File: config.mk
export PLATFORM = sky130hd
export DESIGN_NAME = div_sequencer_flat
export DESIGN_NICKNAME = d
export VERILOG_FILES = /design/src/rtl/div_sequencer_pkg.sv /design/src/rtl/div_sequencer_if.sv /design/src/rtl/div_restore_step.sv /design/src/rtl/div_sequencer.sv /design/src/flat_wrapper.sv
export SDC_FILE = /design/constraint.sdc
export NUM_CORES = 1
export LEC_CHECK = 0
export ABC_AREA = 1
export ABC_CLOCK_PERIOD_IN_PS = 2700
export CAP_MARGIN = 20
export CORE_MARGIN = 5
export CORE_UTILIZATION = 51
export CTS_CLUSTER_SIZE = 24
export DETAILED_ROUTE_END_ITERATION = 6
export PLACE_DENSITY = 0.77
export SETUP_SLACK_MARGIN = 0.05
export SLEW_MARGIN = 20
export SYNTH_ARGS = -nofsm -noshare
export SYNTH_HDL_FRONTEND = slang
export SYNTH_HIERARCHICAL = 1
export SYNTH_SLANG_ARGS = --single-unit
File: constraint.sdc
create_clock -name CLK -period 2.7 [get_ports CLK]
set_input_delay 0.675 -clock CLK [delete_from_list [all_inputs] [get_ports CLK]]
set_output_delay 0.675 -clock CLK [all_outputs]
set_load 0.01 [all_outputs]
File: src/rtl/div_sequencer_pkg.sv
// Shared definitions for the restoring divide sequencer.
// Holds the FSM state encoding and the default operand width.
// Imported by the interface, the step datapath and the sequencer top.
package div_pkg;

  // Byte form (AX / r8); 16 selects the word form (DX:AX / r16).
  localparam int DW_DEFAULT = 8;

  typedef enum logic [1:0] {
    ST_IDLE = 2'b00,
    ST_ITER = 2'b01,
    ST_CORR = 2'b10,
    ST_DONE = 2'b11
  } state_t;

endpackage

File: src/rtl/div_sequencer_if.sv
// ALU-control <-> divider bundle: operands and start request in,
// status, results and debug step counter out.
// master = ALU control unit, slave = div_sequencer.
interface div_sequencer_if import div_pkg::*; #(
  parameter int DW = DW_DEFAULT
);

  logic                 START;
  logic                 SIGNED;
  logic [2*DW-1:0]      DIVIDEND;
  logic [DW-1:0]        DIVISOR;
  logic                 BUSY;
  logic                 DONE;
  logic                 DIVZ;
  logic [DW-1:0]        QUO;
  logic [DW-1:0]        REM;
  logic [$clog2(DW):0]  STEP;

  modport master (
    output START, SIGNED, DIVIDEND, DIVISOR,
    input  BUSY, DONE, DIVZ, QUO, REM, STEP
  );

  modport slave (
    input  START, SIGNED, DIVIDEND, DIVISOR,
    output BUSY, DONE, DIVZ, QUO, REM, STEP
  );

endinterface

File: src/rtl/div_restore_step.sv
// One restoring-division step: shift in a dividend bit, trial-subtract.
// Purely combinational, zero latency; no handshake.
// Caller guarantees prem < dvs, so the new remainder always fits DW bits.
module div_restore_step import div_pkg::*; #(
  parameter int DW = DW_DEFAULT
) (
  input  logic [DW-1:0] prem,
  input  logic          din,
  input  logic [DW-1:0] dvs,
  output logic [DW-1:0] prem_nxt,
  output logic          qbit
);

  logic [DW:0] shifted;

  // Trial subtract; the low DW bits of the difference are exact even
  // though the shifted value is one bit wider than the result.
  always_comb begin
    shifted  = {prem, din};
    qbit     = (shifted >= {1'b0, dvs});
    prem_nxt = shifted[DW-1:0] - (qbit ? dvs : {DW{1'b0}});
  end

endmodule

File: src/rtl/div_sequencer.sv
// DIV/IDIV sequencer: one quotient bit per falling edge, sign fix-up, divide-error detect.
// Latency DW+2 cycles from START (1 cycle on zero divisor / unsigned overflow).
// START honoured only in IDLE and never queued; DONE is a one-cycle strobe.
module div_sequencer import div_pkg::*; #(
  parameter int DW = DW_DEFAULT
) (
  input  logic           CLK,
  input  logic           RST,
  div_sequencer_if.slave bus
);

  localparam int SW = $clog2(DW) + 1;

  state_t          state, state_nxt;
  logic [SW-1:0]   step;
  logic [DW-1:0]   prem, lo, dvs, qacc;
  logic            q_neg, r_neg, sgn, divz_r;
  logic [DW-1:0]   quo_r, rem_r;

  logic            dd_neg, dv_neg, early_err, ovf, qbit;
  logic [2*DW-1:0] dd_mag;
  logic [DW-1:0]   dv_mag, prem_nxt, q_fin, r_fin;

  div_restore_step #(.DW(DW)) u_step (
    .prem     (prem),
    .din      (lo[DW-1]),
    .dvs      (dvs),
    .prem_nxt (prem_nxt),
    .qbit     (qbit)
  );

  // Operand magnitudes, early error check and sign-corrected results.
  always_comb begin
    dd_neg    = bus.SIGNED & bus.DIVIDEND[2*DW-1];
    dv_neg    = bus.SIGNED & bus.DIVISOR[DW-1];
    dd_mag    = dd_neg ? -bus.DIVIDEND : bus.DIVIDEND;
    dv_mag    = dv_neg ? -bus.DIVISOR : bus.DIVISOR;
    // A high half >= divisor would need more than DW quotient bits.
    early_err = (dv_mag == '0) || (dd_mag[2*DW-1:DW] >= dv_mag);
    q_fin     = q_neg ? -qacc : qacc;
    r_fin     = r_neg ? -prem : prem;
    // Magnitude >= 2^(DW-1) overflows, including the representable -2^(DW-1).
    ovf       = sgn & qacc[DW-1];
  end

  // State register; all sequencing happens on the falling edge.
  always_ff @(negedge CLK) begin
    if (RST) state <= ST_IDLE;
    else     state <= state_nxt;
  end

  // Next-state decode.
  always_comb begin
    state_nxt = state;
    case (state)
      ST_IDLE: if (bus.START) state_nxt = early_err ? ST_DONE : ST_ITER;
      ST_ITER: if (step == SW'(DW - 1)) state_nxt = ST_CORR;
      ST_CORR: state_nxt = ST_DONE;
      ST_DONE: state_nxt = ST_IDLE;
      default: state_nxt = ST_IDLE;
    endcase
  end

  // Operand capture, iteration datapath and result registers.
  always_ff @(negedge CLK) begin
    if (RST) begin
      step   <= '0;
      prem   <= '0;
      lo     <= '0;
      dvs    <= '0;
      qacc   <= '0;
      q_neg  <= 1'b0;
      r_neg  <= 1'b0;
      sgn    <= 1'b0;
      divz_r <= 1'b0;
      quo_r  <= '0;
      rem_r  <= '0;
    end else begin
      case (state)
        ST_IDLE: begin
          if (bus.START) begin
            prem   <= dd_mag[2*DW-1:DW];
            lo     <= dd_mag[DW-1:0];
            dvs    <= dv_mag;
            q_neg  <= dd_neg ^ dv_neg;
            r_neg  <= dd_neg;
            sgn    <= bus.SIGNED;
            step   <= '0;
            divz_r <= early_err;
          end
        end
        ST_ITER: begin
          prem <= prem_nxt;
          lo   <= {lo[DW-2:0], 1'b0};
          qacc <= {qacc[DW-2:0], qbit};
          step <= step + SW'(1);
        end
        ST_CORR: begin
          divz_r <= ovf;
          // Results become visible together with the DONE strobe.
          if (!ovf) begin
            quo_r <= q_fin;
            rem_r <= r_fin;
          end
        end
        default: divz_r <= 1'b0;
      endcase
    end
  end

  assign bus.BUSY = (state == ST_ITER) || (state == ST_CORR);
  assign bus.DONE = (state == ST_DONE);
  assign bus.DIVZ = (state == ST_DONE) & divz_r;
  assign bus.QUO  = quo_r;
  assign bus.REM  = rem_r;
  assign bus.STEP = step;

endmodule

File: src/flat_wrapper.sv
// flat-port wrapper written by rule: the top's interface ports become plain ports
module div_sequencer_flat import div_pkg::*;
#(
  parameter int DW = DW_DEFAULT
)
  (CLK, RST, bus_START, bus_SIGNED, bus_DIVIDEND, bus_DIVISOR, bus_BUSY, bus_DONE, bus_DIVZ, bus_QUO, bus_REM, bus_STEP);
  div_sequencer_if #(.DW(DW)) bus_i ();
  input  logic CLK;
  input  logic RST;
  input wire logic [$bits(bus_i.START)-1:0] bus_START;
  input wire logic [$bits(bus_i.SIGNED)-1:0] bus_SIGNED;
  input wire logic [$bits(bus_i.DIVIDEND)-1:0] bus_DIVIDEND;
  input wire logic [$bits(bus_i.DIVISOR)-1:0] bus_DIVISOR;
  output wire logic [$bits(bus_i.BUSY)-1:0] bus_BUSY;
  output wire logic [$bits(bus_i.DONE)-1:0] bus_DONE;
  output wire logic [$bits(bus_i.DIVZ)-1:0] bus_DIVZ;
  output wire logic [$bits(bus_i.QUO)-1:0] bus_QUO;
  output wire logic [$bits(bus_i.REM)-1:0] bus_REM;
  output wire logic [$bits(bus_i.STEP)-1:0] bus_STEP;
  assign bus_i.START = bus_START;
  assign bus_i.SIGNED = bus_SIGNED;
  assign bus_i.DIVIDEND = bus_DIVIDEND;
  assign bus_i.DIVISOR = bus_DIVISOR;
  assign bus_BUSY = bus_i.BUSY;
  assign bus_DONE = bus_i.DONE;
  assign bus_DIVZ = bus_i.DIVZ;
  assign bus_QUO = bus_i.QUO;
  assign bus_REM = bus_i.REM;
  assign bus_STEP = bus_i.STEP;
  div_sequencer #(.DW(DW)) u_core (.CLK(CLK), .RST(RST), .bus(bus_i));
endmodule
== Word-level counts from Yosys, hierarchy flattened ==
Cells that the tools add are included.

* Word-level logic and storage cells: 60
* Bits in registers: 58
* Output and inout bits: 23

* Reduce and logical (&&, ||, !) cells: 10
* Eq/ne operators: 6
* Bitwise gates (word level): 7
* Mux-type cells: 17
* Magnitude comparators: 2
* Add/sub/neg operators: 6

{| class="wikitable"
|+ Operators by type and width
! cell !! number
|-
| 8-bit two-way mux || 6
|-
| 8-bit one-hot mux with 2 select lines || 2
|-
| 8-bit negator || 3
|-
| 16-bit two-way mux || 1
|-
| 16-bit negator || 1
|-
| 2-bit AND reduction || 5
|-
| 9-bit by 8-bit greater-or-equal comparator with 1-bit output || 1
|-
| 8-bit greater-or-equal comparator || 1
|-
| 8-bit logical NOT || 1
|-
| 2-bit one-hot mux with 4 select lines || 1
|-
| 4-bit one-hot mux with 2 select lines || 1
|-
| 8-bit subtractor || 1
|-
| 2-bit two-way mux || 3
|-
| 4-bit by 1-bit adder with 4-bit output (second input constant) || 1
|-
| 1-bit AND || 4
|-
| 2-bit == test (second input constant) || 2
|-
| 4-bit by 3-bit == test with 1-bit output (second input constant) || 1
|-
| 4-bit two-way mux || 1
|-
| 1-bit one-hot mux with 3 select lines || 1
|-
| 2-bit by 1-bit == test with 1-bit output (second input constant) || 1
|-
| 2-bit logical NOT || 1
|-
| 1-bit logical OR || 2
|-
| 2-bit by 1-bit != test with 1-bit output (second input constant) || 1
|-
| 2-bit != test (second input constant) || 1
|-
| other kinds (4) || 5
|}

== Depth between registers and ports, before layout ==
Gate-level depths: netlist (run 1).

* Word-level depth: 7
* Gate-level depth with buffers: 22
* Gate-level depth less buffers: 22

== Modules after synthesis ==
Netlist (run 1), hierarchy kept.

{| class="wikitable"
|+ By module, submodules not included
! module !! cells an instance !! times used !! area each (um^2)
|-
| div_sequencer || 497 || 1 || 3420.8
|-
| div_restore_step || 103 || 1 || 636.9
|}

==> impl_metrics.csv, run 1 <==
group,metric,value,unit
yosys,yosysMostFrequentCell,"sky130_fd_sc_hd__nand2_1",
yosys,ys_dominant_reg_cell,"sky130_fd_sc_hd__dfxtp_1",
grt,via_count_of_the_first_global_routing_pass,5320,
worst_hold_path,hold-path-endpoint,"u_core/lo[3]$_SDFFE_NP0P_",
worst_hold_path,hp-class,"reg2reg",
job,cap_viol_max_count,0,
yosys,post_synth_xor_area_fraction,4.87,%
outcome,failed_checks,"DRC, setup timing",
yosys,muxShareOfSynthArea,0,%
route,drc_errors,1,
clocking,tritoncts_num_sinks,58,
clocking,clock_transition_at_path_regs,0.04,ns
outcome,outcome,"finished, violations left",
sta,tightest_slew,0.490,ns
yosys,synth_enable_flop_cells,0,
place,buffer_ports.inserted,50,
sta,worst_clock_skew,0.116,ns
yosys,compound_gate_portion_of_the_synthesized_area,19.5,%
yosys,post_synth_inst_count,600,
floorplanning,rows,32,
floorplanning,die_y,99.2,um
sta,fin_ws,-1.27,ns
route,detailed_router_iteration_count_before_antenna_repair,7,
finish,finish.cell_count_without_fillers,934,
grt,global_route.overflow_total,0,
clocking,cts-hold-fix-buffers,0,
yosys,synth_area_leader_cell,"sky130_fd_sc_hd__dfxtp_1",
critical_path,rrSetupSlack,-0.59,ns
finish,num-nets-final,889,
grt,globalRouteMet3Util,8.77,%
yosys,synthesis.area,4060,um^2
critical_path,crit_top_cell,"sky130_fd_sc_hd__nand2_2",
critical_path,worstPathArrival,2.94,ns
grt,grt_util_overall,29.1,%
yosys,share_of_synthesized_area_occupied_by_flip_flops_and_latches,28.6,%
critical_path,timing.setup.critical_path_class,"in2reg",
critical_path,cp_max_fo,4,
grt,grtUsageMet2,51.8,%
floorplanning,floorplan.die.width,99.2,um
yosys,synth_top_area_share,28.6,%
sta,final-setup-viol-count,42,
clocking,cts_htree_levels,3,
critical_path,cp_cell_sequence,"buf_8, clkinv_8, ha_4, nand2_4, nor2_4, nand2_2, nand2_4, nand3_2, nand2_2, nand2_2, ha_4, nand4_1, nor3_1, nor2_1, nand2_1, nand2_2, a21oi_2",
finish,flow.area_growth_from_synthesis,75.2,%
yosys,synth.avg_cell_area,6.76,um^2
worst_hold_path,min-delay-start,"u_core/lo[3]$_SDFFE_NP0P_",
grt,grt_pass1_wl,23200,um
yosys,synth_simple_gate_area_share,25.4,%
grt,grt_max_degree,33,
yosys,main_combinational_cell_family_by_area_after_synthesis,"simple AND/OR/NAND/NOR gates",
route,detail_route.vias_per_cell,6.32,
finish,drive_above_1_share,48.0,%
route,routed_wire_length_per_instance,23.2,um
yosys,ys_seq_elements,58,
critical_path,critical_path_depth,17,
finish,final_core_util,92.0,%
power_and_ir_drop,largest_vdd_supply_drop,0.000970,V
place,post-place-cells,830,
critical_path,critPathBufInv,2,
floorplanning,core_area,7730,um^2
floorplanning,floorplan.initialDensity,52.5,%
sta,hold_viol_final,0,
grt,use_met1,29.8,%
grt,initial_antenna_violation_count,0,
yosys,synthDistinctLibCells,42,
clocking,cts_buffer_depth,2,
critical_path,end_of_the_worst_register_to_register_path,"u_core/prem[6]$_SDFFE_NP0P_",
grt,top_usage_layer,"met2",
power_and_ir_drop,total_leakage_power,3.47,nW
sta,max-slew-margin-rel,67.2,%
critical_path,crit_start,"bus_DIVIDEND[0]",
yosys,post_synthesis_adder_cell_area_fraction,10.7,%
yosys,yosysWarningCount,6,
clocking,insertion_delay,0.51,ns
critical_path,crit_path_start_kind,"input pin",
critical_path,cp_top_family,"simple AND/OR/NAND/NOR gates",
route,wl,21700,um
worst_hold_path,hold-path-cell-count,2,
clocking,tritoncts,"built",
clocking,cts-root-buf,"sky130_fd_sc_hd__clkbuf_8",
floorplanning,dieArea,9840,um^2
route,first_iter_violations,854,
yosys,ys_top_cells_by_count,"sky130_fd_sc_hd__nand2_1, sky130_fd_sc_hd__inv_1, sky130_fd_sc_hd__a21oi_1, sky130_fd_sc_hd__nor2_1, sky130_fd_sc_hd__dfxtp_1",
yosys,synthesis.nets,662,
yosys,ys_top_cells_by_area,"sky130_fd_sc_hd__dfxtp_1, sky130_fd_sc_hd__nand2_1, sky130_fd_sc_hd__ha_1, sky130_fd_sc_hd__inv_1, sky130_fd_sc_hd__a21oi_1",
finish,n_antenna_cell,0,
critical_path,cpPeakStageDelay,0.33,ns
sta,setup-tns-final,-11.01,ns
floorplanning,ioPinCount,51,
route,vias,5905,
place,detailedPlacementHpwl,9090,um
clocking,cts_made_buffers,9,
critical_path,end_kind,"flip-flop",
yosys,synthArstFlopShare,0,%
critical_path,worstReg2RegStart,"u_core/dvs[1]$_SDFFE_NP0P_",
place,gp_congestion,0.923,
sta,rsz_0062_raised_after_global_routing,"true",
critical_path,slowest_stage,"sky130_fd_sc_hd__nor3_1",
route,postRouteAntennaNets,0,
power_and_ir_drop,power_per_cell_area,1200,nW/um^2
critical_path,required,1.67,ns
critical_path,ff2ff_path_depth,19,
sta,timing.final.max_slew_violations,0,
==> worst max-delay path by stage <==
stage | to
after floorplan | u_core/state[1]$_SDFFE_NP0P_
after global placement | u_core/state[1]$_SDFFE_NP0P_
after detailed placement | u_core/divz_r$_SDFFE_NP0P_
after CTS | u_core/divz_r$_SDFFE_NP0P_
after global routing | u_core/state[1]$_SDFFE_NP0P_
final | u_core/state[1]$_SDFFE_NP0P_
==> stage by stage <==
step | instance area, um^2 | hold slack [ns] | worst slack, ns | total power [mW]
3_3_place_gp | 5530 | 0.450 | -1.69 | 5.29
6_report | 7110 | 0.511 | -1.27 | 8.54
4_1_cts | 6500 | 0.465 | -0.939 | 7.02
2_1_floorplan | 4250 | 0.439 | -0.990 | 3.99
5_1_grt | 7110 | 0.525 | -1.28 | 8.90
3_5_place_dp | 5530 | 0.460 | -1.80 | 5.46
==> what timing repair did <==
action	CTS	global route
buffers inserted	27	18
setup endpoints to repair	77	49
pin swaps	57	79
endpoints found under the hold margin	0	0
gates resized for setup	299	170
gates cloned	2	0
==> state kept, by name, indices dropped and copies added, names as in the netlist, 2 cells and up <==
name	flops
u_core/qacc	8
u_core/dvs	8
u_core/prem	8
u_core/state	2
u_core/bus.STEP	4
u_core/bus.QUO	8
u_core/bus.REM	8
u_core/lo	8
==> layer usage <==
layer / routed length [um] / part of all wire, %
met5: 0 / 0
met4: 2160 / 10
met3: 2350 / 11
met1: 7040 / 32
met2: 10100 / 47
==> cell type report <==
| class | instances | area (um^2) |
|---|---|---|
| timing repair buffer | 178 | 1630 |
| multi-input combinational | 430 | 3280 |
| sequential | 58 | 1200 |
| tap | 102 | 128 |
| clock inverter | 65 | 317 |
| fill | 265 | 618 |
| inverter | 91 | 414 |
| clock buffer | 9 | 124 |
| timing repair inverter | 1 | 11.3 |
==> worst min-delay path, stage by stage (launching register included) <==
cell and delay (ns):
sky130_fd_sc_hd__dfxtp_1 0.31, sky130_fd_sc_hd__nand2_1 0.08, sky130_fd_sc_hd__a21oi_1 0.06
==> power by group <==
part           leakage (nW)  internal [mW]  switching, mW
logic                  2.56           2.32           3.26
registers             0.489           1.21          0.315
clock network         0.424          0.643          0.793
total                  3.47           4.17           4.37
==> cells in the final DEF (no fill, tap or decap), types with 7 or more instances in the layout <==
cell type                    n
sky130_fd_sc_hd__a21oi_1    40
sky130_fd_sc_hd__a21oi_2    20
sky130_fd_sc_hd__buf_4      96
sky130_fd_sc_hd__buf_6      55
sky130_fd_sc_hd__clkbuf_8    9
sky130_fd_sc_hd__dfxtp_1    28
sky130_fd_sc_hd__dfxtp_2    28
sky130_fd_sc_hd__ha_1       15
sky130_fd_sc_hd__ha_4       17
sky130_fd_sc_hd__inv_1     118
sky130_fd_sc_hd__inv_2      22
sky130_fd_sc_hd__nand2_1    82
sky130_fd_sc_hd__nand2_2    33
sky130_fd_sc_hd__nand2_4    14
sky130_fd_sc_hd__nand3_1     9
sky130_fd_sc_hd__nand3_2    14
sky130_fd_sc_hd__nor2_1     47
sky130_fd_sc_hd__nor2_2      7
sky130_fd_sc_hd__nor2_4     13
sky130_fd_sc_hd__o211ai_1    7
sky130_fd_sc_hd__o21ai_0    36
sky130_fd_sc_hd__xor2_1     10
==> cells by family (layout without fill, tap and decap cells) <==
kind of cell	after synthesis	in the layout
AND/OR/NAND/NOR	237	237
flip-flops	58	58
AO/OA/AOI/OAI	139	139
XOR/XNOR	20	20
adder cells (fa/ha/maj)	34	34
buffers and inverters	112	344
No activity file was read; power rests on OpenSTA's default activity.
==> run 2: changes to the inputs <==
CTS_CLUSTER_SIZE = 14   (was 24)
MAX_ROUTING_LAYER = met4   (was not set)
==> run 2 against run 1 <==
- the run now fails in global routing
- synthesized cell count is the same
- synthesized area is the same
==> impl_metrics.csv, run 2 <==
group,metric,value,unit
outcome,failed_stage,"global routing",
outcome,toolErrorMsg,"[ERROR GRT-0232] Routing congestion too high. Check the congestion heatmap in the GUI.",
sta,worstEndpointType,"sequential cell input",
yosys,synth_enable_flop_cells,0,
place,post-place-cells,833,
floorplanning,floorplan.die.width,99.2,um
floorplanning,ioPinCount,51,
yosys,synthArstFlopShare,0,%
yosys,yosysWarningCount,6,
sta,grt_repair_worst_endpoint,"u_core/divz_r$_SDFFE_NP0P_/D",
yosys,yosysMostFrequentCell,"sky130_fd_sc_hd__nand2_1",
floorplanning,rows,32,
floorplanning,die_y,99.2,um
yosys,synth.avg_cell_area,6.76,um^2
yosys,ys_dominant_reg_cell,"sky130_fd_sc_hd__dfxtp_1",
yosys,synth_top_area_share,28.6,%
yosys,ys_top_cells_by_area,"sky130_fd_sc_hd__dfxtp_1, sky130_fd_sc_hd__nand2_1, sky130_fd_sc_hd__ha_1, sky130_fd_sc_hd__inv_1, sky130_fd_sc_hd__a21oi_1",
outcome,outcome,"aborted with a tool error",
yosys,synthesis.area,4060,um^2
yosys,ys_top_cells_by_count,"sky130_fd_sc_hd__nand2_1, sky130_fd_sc_hd__inv_1, sky130_fd_sc_hd__a21oi_1, sky130_fd_sc_hd__nor2_1, sky130_fd_sc_hd__dfxtp_1",
clocking,cts_made_buffers,9,
clocking,cts_buffer_depth,2,
yosys,post_synth_inst_count,600,
grt,grt_max_degree,33,
yosys,ys_seq_elements,58,
yosys,synthesis.nets,662,
place,buffer_ports.inserted,50,
clocking,tritoncts_num_sinks,58,
clocking,cts-hold-fix-buffers,0,
yosys,share_of_synthesized_area_occupied_by_flip_flops_and_latches,28.6,%
clocking,cts-root-buf,"sky130_fd_sc_hd__clkbuf_8",
grt,global_route.overflow_total,6,
place,gp_congestion,0.935,
floorplanning,floorplan.initialDensity,52.5,%
yosys,synth_area_leader_cell,"sky130_fd_sc_hd__dfxtp_1",
grt,grt_util_overall,66.9,%
place,detailedPlacementHpwl,9010,um
clocking,cts_htree_levels,3,
grt,initial_antenna_violation_count,3,
yosys,synthDistinctLibCells,42,
run 2: cell counts after synthesis:
No cell type changed its count.
run 2: per-stage QoR:
step | setup WS, ns | hold WS (ns) | area, um^2 | TNS, ns
after floorplan | -0.990 | 0.439 | 4250 | -3.90
after global placement | -1.71 | 0.452 | 5540 | -41.14
after detailed placement | -1.80 | 0.454 | 5540 | -43.33
after CTS | -0.890 | 0.458 | 6830 | -9.70
run 2: cells by family after synthesis:
logic type                 after synthesis  synth area share (%)
DFF                                     58                  28.6
buffers and inverters                  112                  10.9
AOI/OAI and AO/OA                      139                  19.5
adders and majority gates               34                  10.7
and+or+nand+nor                        237                  25.4
xor gates and xnor gates                20                  4.87
run 2: metal layers:
metal | track usage [%] | GRT overflow
met1 | 65.4 | 0
met2 | 83.9 | 4
met3 | 45.7 | 0
met4 | 68.2 | 2
met5 | - | -
run 2: repair_timing:
| item | in CTS |
|---|---|
| cloned | 3 |
| gates resized for setup | 332 |
| buffers inserted | 43 |
| pin swaps | 61 |
| endpoints found under the setup margin | 78 |
==> run 3: changes to the inputs <==
ABC_CLOCK_PERIOD_IN_PS = 3500   (was 2700)
CORE_UTILIZATION = 40   (was 51)
CTS_CLUSTER_SIZE = not set   (was 14)
MAX_ROUTING_LAYER = not set   (was met4)
PLACE_DENSITY = not set   (was 0.77)
PLACE_DENSITY_LB_ADDON = 0.15   (was not set)
SETUP_SLACK_MARGIN = not set   (was 0.05)
clock period = 3.5 ns   (was 2.7 ns; I/O delays follow)
==> run 3 against run 2 <==
- the flow now finishes, with violations (setup timing)
==> impl_metrics.csv, run 3 (synthesis gave the netlist of run 1 again) <==
group,metric,value,unit
place,buffer_ports.inserted,50,
critical_path,worstPathArrival,2.73,ns
grt,grt_pass1_wl,19400,um
sta,timing.final.max_slew_violations,0,
finish,finish.cell_count_without_fillers,935,
finish,flow.area_growth_from_synthesis,49.0,%
critical_path,cpPeakStageDelay,0.28,ns
route,wl,11800,um
floorplanning,core_area,9820,um^2
critical_path,required,2.06,ns
power_and_ir_drop,total_leakage_power,3.13,nW
clocking,tritoncts,"built",
finish,leading_cell_types_in_the_layout_fill_and_taps_excluded,"sky130_fd_sc_hd__inv_1, sky130_fd_sc_hd__nand2_1, sky130_fd_sc_hd__buf_4",
sta,worst_clock_skew,0.0181,ns
route,routed_wire_length_per_instance,12.7,um
clocking,clock_transition_at_path_regs,0.03,ns
finish,n_antenna_cell,0,
grt,grt_max_degree,29,
grt,via_count_of_the_first_global_routing_pass,4545,
critical_path,cp_top_family,"simple AND/OR/NAND/NOR gates",
place,post-place-cells,833,
grt,global_route.overflow_total,0,
sta,max-slew-margin-rel,36.3,%
critical_path,timing.setup.critical_path_class,"in2reg",
sta,final-setup-viol-count,20,
outcome,failed_checks,"setup timing",
power_and_ir_drop,largest_vdd_supply_drop,0.000309,V
route,postRouteAntennaNets,0,
clocking,cts-hold-fix-buffers,0,
sta,rsz_0062_raised_after_global_routing,"true",
grt,grt_util_overall,18.6,%
sta,tightest_slew,0.955,ns
worst_hold_path,min-delay-start,"u_core/lo[2]$_SDFFE_NP0P_",
clocking,cts_buffer_depth,2,
route,vias,4557,
outcome,outcome,"finished, violations left",
worst_hold_path,hold-path-endpoint,"u_core/lo[2]$_SDFFE_NP0P_",
floorplanning,ioPinCount,51,
critical_path,end_of_the_worst_register_to_register_path,"u_core/prem[6]$_SDFFE_NP0P_",
critical_path,slowest_stage,"sky130_fd_sc_hd__ha_4",
place,gp_congestion,0.837,
floorplanning,rows,36,
critical_path,crit_top_cell,"sky130_fd_sc_hd__nand2_2",
critical_path,ff2ff_path_depth,19,
finish,most_frequent_standard_cell_in_the_layout_excluding_fill_and_tap_cells,"sky130_fd_sc_hd__inv_1",
clocking,cts_made_buffers,9,
critical_path,rrSetupSlack,0.40,ns
floorplanning,floorplan.die.width,111,um
finish,num-nets-final,860,
power_and_ir_drop,power_per_cell_area,792,nW/um^2
floorplanning,floorplan.initialDensity,41.3,%
clocking,cts-root-buf,"sky130_fd_sc_hd__clkbuf_8",
worst_hold_path,hp-class,"reg2reg",
floorplanning,dieArea,12300,um^2
sta,hold_viol_final,0,
sta,setup-tns-final,-4.08,ns
place,detailedPlacementHpwl,8030,um
critical_path,crit_path_start_kind,"input pin",
route,detailed_router_iteration_count_before_antenna_repair,4,
job,cap_viol_max_count,0,
clocking,cts_htree_levels,3,
worst_hold_path,hold-path-cell-count,2,
finish,drive_above_1_share,33.3,%
critical_path,worstReg2RegStart,"u_core/dvs[7]$_SDFFE_NP0P_",
critical_path,cp_cell_sequence,"buf_12, inv_12, ha_4, nand2_4, nor2_4, nand2_2, nand2_4, nand3_2, nand2_2, nand2_2, ha_4, nand4_1, inv_1, nand2_1, nand2_1, nor2_1, nand2_1, nand2_2, a21oi_2",
critical_path,cp_max_fo,4,
grt,initial_antenna_violation_count,0,
clocking,insertion_delay,0.38,ns
critical_path,critPathBufInv,3,
route,first_iter_violations,238,
floorplanning,die_y,111,um
route,detail_route.vias_per_cell,4.87,
clocking,tritoncts_num_sinks,58,
critical_path,critical_path_depth,19,
route,drc_errors,0,
sta,fin_ws,-0.673,ns
critical_path,end_kind,"flip-flop",
==> run 3: per-layer routing <==
layer,wire (um),track usage [%]
met5,0,0
met4,263,9.03
met1,5090,20.9
met3,670,5.95
met2,5820,31.8
==> run 3: cell type report <==
cell class | count | area (um^2)
clock inverter | 64 | 304
multi-input combinational | 430 | 2790
tap | 133 | 166
clock buffer | 9 | 124
sequential | 58 | 1170
inverter | 91 | 377
timing repair buffer | 150 | 1120
fill | 932 | 3770
==> run 3: power by group <==
group,total [mW],internal (mW),switching (mW)
Combinational,2.75,1.14,1.61
Clock,0.933,0.486,0.447
Sequential,1.11,0.909,0.199
==> run 3: worst max path at each step <==
stage                          startpoint                      endpoint  slack (ns)
after floorplan           bus_DIVIDEND[1]  u_core/state[1]$_SDFFE_NP0P_       -0.79
after global placement    bus_DIVIDEND[1]  u_core/state[1]$_SDFFE_NP0P_       -1.60
after detailed placement  bus_DIVIDEND[1]  u_core/state[1]$_SDFFE_NP0P_       -1.65
after CTS                 bus_DIVIDEND[2]  u_core/state[1]$_SDFFE_NP0P_       -0.57
after global routing      bus_DIVIDEND[1]  u_core/state[1]$_SDFFE_NP0P_       -0.80
final                     bus_DIVIDEND[1]  u_core/state[1]$_SDFFE_NP0P_       -0.67
==> run 3: stage by stage <==
step	util, %	total power [mW]	cell area (um^2)	setup WS, ns	hold WS, ns
CTS	60.3	4.71	5920	-0.570	0.461
finish	61.6	4.79	6050	-0.673	0.462
floorplan	-	3.00	4120	-0.792	0.440
global route	61.6	5.29	6050	-0.802	0.494
detailed placement	53.4	3.82	5240	-1.65	0.455
global placement	53.4	3.78	5240	-1.60	0.451
==> run 3: worst min-delay path: stages, from the launching register on <==
cell and delay, ns:
sky130_fd_sc_hd__dfxtp_1 0.30, sky130_fd_sc_hd__nand2_1 0.06, sky130_fd_sc_hd__a21oi_1 0.05
==> run 3: timing repair <==
action	in CTS	in global routing
resized for setup	229	44
endpoints found under the setup margin	49	26
gates cloned	0	1
setup buffers	27	4
pin swaps	56	27
